`src/rtl/cam_pkg.sv`:
```
// Shared types and default sizing for the NoC router CAM search engine.
package cam_pkg;

  localparam int CAM_DEPTH = 8;
  localparam int CAM_WIDTH = 3;

  typedef enum logic [1:0] {
    ST_IDLE = 2'd0,
    ST_SCAN = 2'd1,
    ST_RESP = 2'd2
  } state_e;

  typedef logic [CAM_WIDTH-1:0] tag_t;

endpackage

```
`src/rtl/cam_search_engine_if.sv`:
```
// Table-write, search-request and search-response signals of the CAM engine.
interface cam_search_engine_if
  import cam_pkg::*;
#(
  parameter  int DEPTH = CAM_DEPTH,
  parameter  int WIDTH = CAM_WIDTH,
  localparam int IDX_W = $clog2(DEPTH)
);

  logic             wr_en_i;
  logic [IDX_W-1:0] wr_idx_i;
  logic [WIDTH-1:0] wr_data_i;
  logic             inv_i;
  logic             req_valid_i;
  logic             req_ready_o;
  logic [WIDTH-1:0] req_key_i;
  logic             rsp_valid_o;
  logic             rsp_ready_i;
  logic             rsp_hit_o;
  logic [IDX_W-1:0] rsp_idx_o;
  logic             busy_o;

  modport master (
    output wr_en_i, wr_idx_i, wr_data_i, inv_i,
    output req_valid_i, req_key_i, rsp_ready_i,
    input  req_ready_o, rsp_valid_o, rsp_hit_o, rsp_idx_o, busy_o
  );

  modport slave (
    input  wr_en_i, wr_idx_i, wr_data_i, inv_i,
    input  req_valid_i, req_key_i, rsp_ready_i,
    output req_ready_o, rsp_valid_o, rsp_hit_o, rsp_idx_o, busy_o
  );

endinterface

```
`src/rtl/cam_search_engine_tag_bank.sv`:
```
// Per-entry tag and valid registers with one write/invalidate port and
// a combinational read port addressed by the scan index.
module cam_tag_bank
  import cam_pkg::*;
#(
  parameter  int DEPTH = CAM_DEPTH,
  parameter  int WIDTH = CAM_WIDTH,
  localparam int IDX_W = $clog2(DEPTH)
) (
  input  logic             clk,
  input  logic             rst,
  input  logic             wr_en_i,
  input  logic [IDX_W-1:0] wr_idx_i,
  input  logic [WIDTH-1:0] wr_data_i,
  input  logic             inv_i,
  input  logic [IDX_W-1:0] rd_idx_i,
  output logic [WIDTH-1:0] rd_tag_o,
  output logic             rd_valid_o
);

  logic [WIDTH-1:0] tag_q [DEPTH];
  logic [DEPTH-1:0] valid_q;

  // Table update: a write also revalidates, so it takes priority over invalidate.
  always_ff @(posedge clk or negedge rst) begin
    if (!rst) begin
      for (int i = 0; i < DEPTH; i++) begin
        tag_q[i] <= '0;
      end
      valid_q <= '0;
    end else if (wr_en_i) begin
      tag_q[wr_idx_i]   <= wr_data_i;
      valid_q[wr_idx_i] <= 1'b1;
    end else if (inv_i) begin
      valid_q[wr_idx_i] <= 1'b0;
    end
  end

  assign rd_tag_o   = tag_q[rd_idx_i];
  assign rd_valid_o = valid_q[rd_idx_i];

endmodule

```
`src/rtl/cam_search_engine.sv`:
```
// Sequential CAM lookup: scans one entry per cycle and reports the lowest
// matching index over a valid/ready response handshake.
module cam_search_engine
  import cam_pkg::*;
#(
  parameter  int DEPTH = CAM_DEPTH,
  parameter  int WIDTH = CAM_WIDTH,
  localparam int IDX_W = $clog2(DEPTH)
) (
  input logic               clk,
  input logic               rst,
  cam_search_engine_if.slave bus
);

  state_e           state_q, state_d;
  logic [WIDTH-1:0] key_q, key_d;
  logic [IDX_W-1:0] scan_idx_q, scan_idx_d;
  logic [IDX_W-1:0] idx_q, idx_d;
  logic             hit_q, hit_d;
  logic [WIDTH-1:0] rd_tag_s;
  logic             rd_valid_s;
  logic             match_s;

  cam_tag_bank #(
    .DEPTH (DEPTH),
    .WIDTH (WIDTH)
  ) u_tag_bank (
    .clk        (clk),
    .rst        (rst),
    .wr_en_i    (bus.wr_en_i),
    .wr_idx_i   (bus.wr_idx_i),
    .wr_data_i  (bus.wr_data_i),
    .inv_i      (bus.inv_i),
    .rd_idx_i   (scan_idx_q),
    .rd_tag_o   (rd_tag_s),
    .rd_valid_o (rd_valid_s)
  );

  // Compare sees the registered table, so a same-cycle write to this entry is not yet visible.
  assign match_s = rd_valid_s && (rd_tag_s == key_q);

  // Next-state logic for the scan FSM, the scan counter and the response registers.
  always_comb begin
    state_d    = state_q;
    key_d      = key_q;
    scan_idx_d = scan_idx_q;
    idx_d      = idx_q;
    hit_d      = hit_q;
    case (state_q)
      ST_IDLE: begin
        if (bus.req_valid_i) begin
          key_d      = bus.req_key_i;
          scan_idx_d = '0;
          state_d    = ST_SCAN;
        end else begin
          state_d = ST_IDLE;
        end
      end
      ST_SCAN: begin
        if (match_s) begin
          hit_d   = 1'b1;
          idx_d   = scan_idx_q;
          state_d = ST_RESP;
        end else if (scan_idx_q == IDX_W'(DEPTH - 1)) begin
          hit_d   = 1'b0;
          idx_d   = '0;
          state_d = ST_RESP;
        end else begin
          scan_idx_d = scan_idx_q + IDX_W'(1);
        end
      end
      ST_RESP: begin
        if (bus.rsp_ready_i) begin
          state_d = ST_IDLE;
        end else begin
          state_d = ST_RESP;
        end
      end
      default: begin
        state_d = ST_IDLE;
      end
    endcase
  end

  // State and response registers; reset aborts any scan without a response.
  always_ff @(posedge clk or negedge rst) begin
    if (!rst) begin
      state_q    <= ST_IDLE;
      key_q      <= '0;
      scan_idx_q <= '0;
      idx_q      <= '0;
      hit_q      <= 1'b0;
    end else begin
      state_q    <= state_d;
      key_q      <= key_d;
      scan_idx_q <= scan_idx_d;
      idx_q      <= idx_d;
      hit_q      <= hit_d;
    end
  end

  assign bus.req_ready_o = (state_q == ST_IDLE);
  assign bus.rsp_valid_o = (state_q == ST_RESP);
  assign bus.busy_o      = (state_q != ST_IDLE);
  assign bus.rsp_hit_o   = hit_q;
  assign bus.rsp_idx_o   = idx_q;

endmodule

```
`src/flat_wrapper.sv`:
```
// flat-port wrapper written by rule: the top's interface ports become plain ports
module cam_search_engine_flat import cam_pkg::*;
#(
  parameter  int DEPTH = CAM_DEPTH,
  parameter  int WIDTH = CAM_WIDTH,
  localparam int IDX_W = $clog2(DEPTH)
)
  (clk, rst, bus_wr_en_i, bus_wr_idx_i, bus_wr_data_i, bus_inv_i, bus_req_valid_i, bus_req_key_i, bus_rsp_ready_i, bus_req_ready_o, bus_rsp_valid_o, bus_rsp_hit_o, bus_rsp_idx_o, bus_busy_o);
  cam_search_engine_if #(.DEPTH(DEPTH), .WIDTH(WIDTH)) bus_i ();
  input logic clk;
  input logic rst;
  input wire logic [$bits(bus_i.wr_en_i)-1:0] bus_wr_en_i;
  input wire logic [$bits(bus_i.wr_idx_i)-1:0] bus_wr_idx_i;
  input wire logic [$bits(bus_i.wr_data_i)-1:0] bus_wr_data_i;
  input wire logic [$bits(bus_i.inv_i)-1:0] bus_inv_i;
  input wire logic [$bits(bus_i.req_valid_i)-1:0] bus_req_valid_i;
  input wire logic [$bits(bus_i.req_key_i)-1:0] bus_req_key_i;
  input wire logic [$bits(bus_i.rsp_ready_i)-1:0] bus_rsp_ready_i;
  output wire logic [$bits(bus_i.req_ready_o)-1:0] bus_req_ready_o;
  output wire logic [$bits(bus_i.rsp_valid_o)-1:0] bus_rsp_valid_o;
  output wire logic [$bits(bus_i.rsp_hit_o)-1:0] bus_rsp_hit_o;
  output wire logic [$bits(bus_i.rsp_idx_o)-1:0] bus_rsp_idx_o;
  output wire logic [$bits(bus_i.busy_o)-1:0] bus_busy_o;
  assign bus_i.wr_en_i = bus_wr_en_i;
  assign bus_i.wr_idx_i = bus_wr_idx_i;
  assign bus_i.wr_data_i = bus_wr_data_i;
  assign bus_i.inv_i = bus_inv_i;
  assign bus_i.req_valid_i = bus_req_valid_i;
  assign bus_i.req_key_i = bus_req_key_i;
  assign bus_i.rsp_ready_i = bus_rsp_ready_i;
  assign bus_req_ready_o = bus_i.req_ready_o;
  assign bus_rsp_valid_o = bus_i.rsp_valid_o;
  assign bus_rsp_hit_o = bus_i.rsp_hit_o;
  assign bus_rsp_idx_o = bus_i.rsp_idx_o;
  assign bus_busy_o = bus_i.busy_o;
  cam_search_engine #(.DEPTH(DEPTH), .WIDTH(WIDTH)) u_core (.clk(clk), .rst(rst), .bus(bus_i));
endmodule
```
`config.mk`:
```
export PLATFORM = sky130hd
export DESIGN_NAME = cam_search_engine_flat
export DESIGN_NICKNAME = d
export VERILOG_FILES = /design/src/rtl/cam_pkg.sv /design/src/rtl/cam_search_engine_if.sv /design/src/rtl/cam_search_engine_tag_bank.sv /design/src/rtl/cam_search_engine.sv /design/src/flat_wrapper.sv
export SDC_FILE = /design/constraint.sdc
export NUM_CORES = 1
export LEC_CHECK = 0
export CELL_PAD_IN_SITES_DETAIL_PLACEMENT = 1
export CELL_PAD_IN_SITES_GLOBAL_PLACEMENT = 2
export CORE_MARGIN = 2
export CORE_UTILIZATION = 42
export DETAILED_ROUTE_END_ITERATION = 10
export PLACE_DENSITY = 0.82
export SLEW_MARGIN = 10
export SYNTH_ARGS = -nofsm -noshare
export SYNTH_HDL_FRONTEND = slang
export SYNTH_SLANG_ARGS = --single-unit
```
`constraint.sdc`:
```
create_clock -name clk -period 3.8 [get_ports clk]
set_input_delay 0.76 -clock clk [delete_from_list [all_inputs] [get_ports clk]]
set_output_delay 0.76 -clock clk [all_outputs]
set_load 0.005 [all_outputs]
```
==> flow_summary.toml <==
[timing]
hold_viol_final = 0
tns_ps = 0
rsz0062_at_grt = "no"
setup_viol = 0
clock_skew_ps = 10.0
finalCriticalPeriod_ps = 2540
tightest_slew_ps = 967
maxSlewHeadroom_pct = 35.5
fin_crit_sh_pct = 66.8
final_max_slew_viol_count = 0
setup_ws_ps = 1260
fmax_mhz = 394

[synth]
synth_cell_types = 27
synth-compound-area-share_pct = 5.14
ys_top_cells_by_area = "dfrtp_1 52%, mux2_2 15%, mux2i_1 7.6%"
synthSimpleGateAreaFrac_pct = 8.04
synth_seq_cells = 44
synth_common_cells = "44 x dfrtp_1, 28 x mux2_2, 16 x mux2i_1"
synthMuxAreaShare_pct = 29.2
syn_inst = 158
synth_nets = 175
synth_enable_flop_cells = 0
synth-seq-area-share_pct = 52.0
yosys.area_share.xor_xnor_pct = 1.60
synth_top_area_cell = "dfrtp_1"
synth_area_um2 = 2120
synthAdderAreaFrac_pct = 1.18
synth_top_family_by_area = "multiplexers"
yosysMostFrequentCell = "dfrtp_1"
syn_avg_cell_area_um2 = 13.4
yosys_warnings = 0
async_flop_share_pct = 100
synth_top_area_share_pct = 52.0
synth_flop_cell = "dfrtp_1"

[critical_path]
startpoint_type = "flip-flop"
worstPathArrival_ps = 2720
crit_slowest_cell = "dfrtp_1"
crit_path_end_kind = "flip-flop"
critical_path.cell_chain = "mux2i_1 > mux4_2 > xor2_1 > a41oi_4 > mux2_1"
critPathMaxStageDelay_ps = 870
critPathKind = "reg -> reg"
worst-path-max-fanout = 18
crit_required_ps = 3980

[final_layout]
syn2layout_area_growth_pct = 17.0
final.fill_count = 509
n_antenna_cell = 0
drive_gt1_share_pct = 24.5
instances_no_fill = 251
fin_nets = 200

[detailed_routing]
drt_pass1_iterations = 4
wirelength_mm = 4.44
vias_per_cell = 5.21
drc_errors = 0
drt_iter0_drc = 34
antenna_left = 0
vias = 1307
routedWlPerCell_um = 17.7

[cts]
cts_buffer_depth = 2
htreeDepth = 2
hold_buffers = 0
cts_tree = "yes"
numCtsBuffers = 5
clk_pin_slew_ps = 80
clock_latency_ps = 300
root_buffer = "clkbuf_8"
post_cts_buffers = 0
cts_resized = 0
cts.sinks = 44

[floorplan]
core_um2 = 4790
rows = 25
die_h_um = 75.0
die_w_um = 75.0
start_util_pct = 44.2
dieArea_um2 = 5620
ios = 22

[placement]
place.port_buffers = 21
place_hpwl_mm = 3.33
gp_congestion = 0.753
place_ws_ps = 1240
place_inst = 243

[run_status]
run_status = "completed"

[global_route]
grt.total_usage_pct = 18.4
grt_pass1_vias = 1434
grt_overflow = 0
grt_pass1_wl_mm = 7.41
antenna_found_initial = 0
grt_max_degree = 45

[power_and_ir_drop]
total_power_uw = 1710
leakagePower_uw = 0.00109
ir_worst_vdd_uv = 357
power_density_nw_per_um2 = 691

[hold_path]
min_path_type = "reg -> reg"

[job]
drv_cap = 0
-- where the power goes --
| group | switching [uW] | total [uW] | leakage, uW | internal, uW |
|---|---|---|---|---|
| combinational | 273 | 631 | 0.000507 | 357 |
| sequential | 134 | 733 | 0.000530 | 599 |
| clock | 153 | 348 | 0.0000552 | 195 |
| total | 560 | 1710 | 0.00109 | 1150 |
-- worst max-delay path: cells and delay by family (launching register included) --
family / cells / cell delay [ps]
flip-flops: 1 / 870
AO/OA/AOI/OAI: 1 / 200
XOR/XNOR: 1 / 310
multiplexers: 3 / 1050
-- final cells by class --
| class | count | area (um^2) | area share [%] |
|---|---|---|---|
| inverter | 6 | 22.5 | 0.910 |
| clock inverter | 2 | 35.0 | 1.41 |
| multi-input combinational | 105 | 956 | 38.6 |
| tap | 67 | 83.8 | 3.39 |
| clock buffer | 6 | 72.6 | 2.93 |
| sequential | 44 | 1100 | 44.5 |
| timing repair buffer | 21 | 205 | 8.29 |
-- path summary, 6_finish.rpt --
path | from | end | slack (ps) | cells past startpoint
max | u_core.scan_idx_q[0]$_DFFE_PN0P_ | u_core.scan_idx_q[2]$_DFFE_PN0P_ | 1260 | 5
min | u_core.bus.rsp_hit_o$_DFFE_PN0P_ | u_core.bus.rsp_hit_o$_DFFE_PN0P_ | 480 | 2
max reg2reg | u_core.scan_idx_q[0]$_DFFE_PN0P_ | u_core.scan_idx_q[2]$_DFFE_PN0P_ | 1260 | 5
min reg2reg | u_core.bus.rsp_hit_o$_DFFE_PN0P_ | u_core.bus.rsp_hit_o$_DFFE_PN0P_ | 480 | 2
max in group asynchronous | rst | asynchronous set/reset pin | 2590 | 1
min in group asynchronous | rst | u_core.bus.rsp_hit_o$_DFFE_PN0P_ | 610 | 1
-- placed cells by master, fill, tap and decap left out, types with 2 or more instances in the layout --
master           Yosys  final
nand2_1             14     14
dfrtp_1             44     44
mux4_2               3      3
inv_1                6      6
mux2_2              28     28
clkbuf_8             0      5
mux4_1               2      2
a21oi_1              2      2
nor2_1               4      4
or2_2                3      3
clkdlybuf4s50_1      0     20
ha_1                 2      2
xor2_1               2      2
mux2i_1             16     16
nand3_1              3      3
o31ai_1              2      2
mux2_1               2      2
nor3_1               2      2
o21ai_0              8      8
nand2b_1             6      6
-- kinds of logic after synthesis --
| group | count (synthesis) |
|---|---|
| AO/OA/AOI/OAI | 15 |
| XOR/XNOR | 3 |
| adder cells (fa/ha/maj) | 2 |
| buffers and inverters | 9 |
| flip-flops | 44 |
| multiplexers | 51 |
| AND/OR/NAND/NOR | 34 |
-- metal layers --
layer  GRT usage (%)  share of wire, %  vias up
met5               0                 0        -
met4            5.75               1.5        0
met3            4.82               3.5        7
met2            31.7                52       23
met1            22.8                42      661
li1                -                 -      616
-- through the flow --
| step | hold WS [ps] | cell area, um^2 | util [%] |
|---|---|---|---|
| 2_1_floorplan | 460 | 2120 | - |
| 3_3_place_gp | 465 | 2370 | 49.5 |
| 3_5_place_dp | 467 | 2370 | 49.5 |
| 4_1_cts | 488 | 2480 | 51.7 |
| 5_1_grt | 523 | 2480 | 51.7 |
| 6_report | 480 | 2480 | 51.7 |
Power figures use the tool's default switching activity.
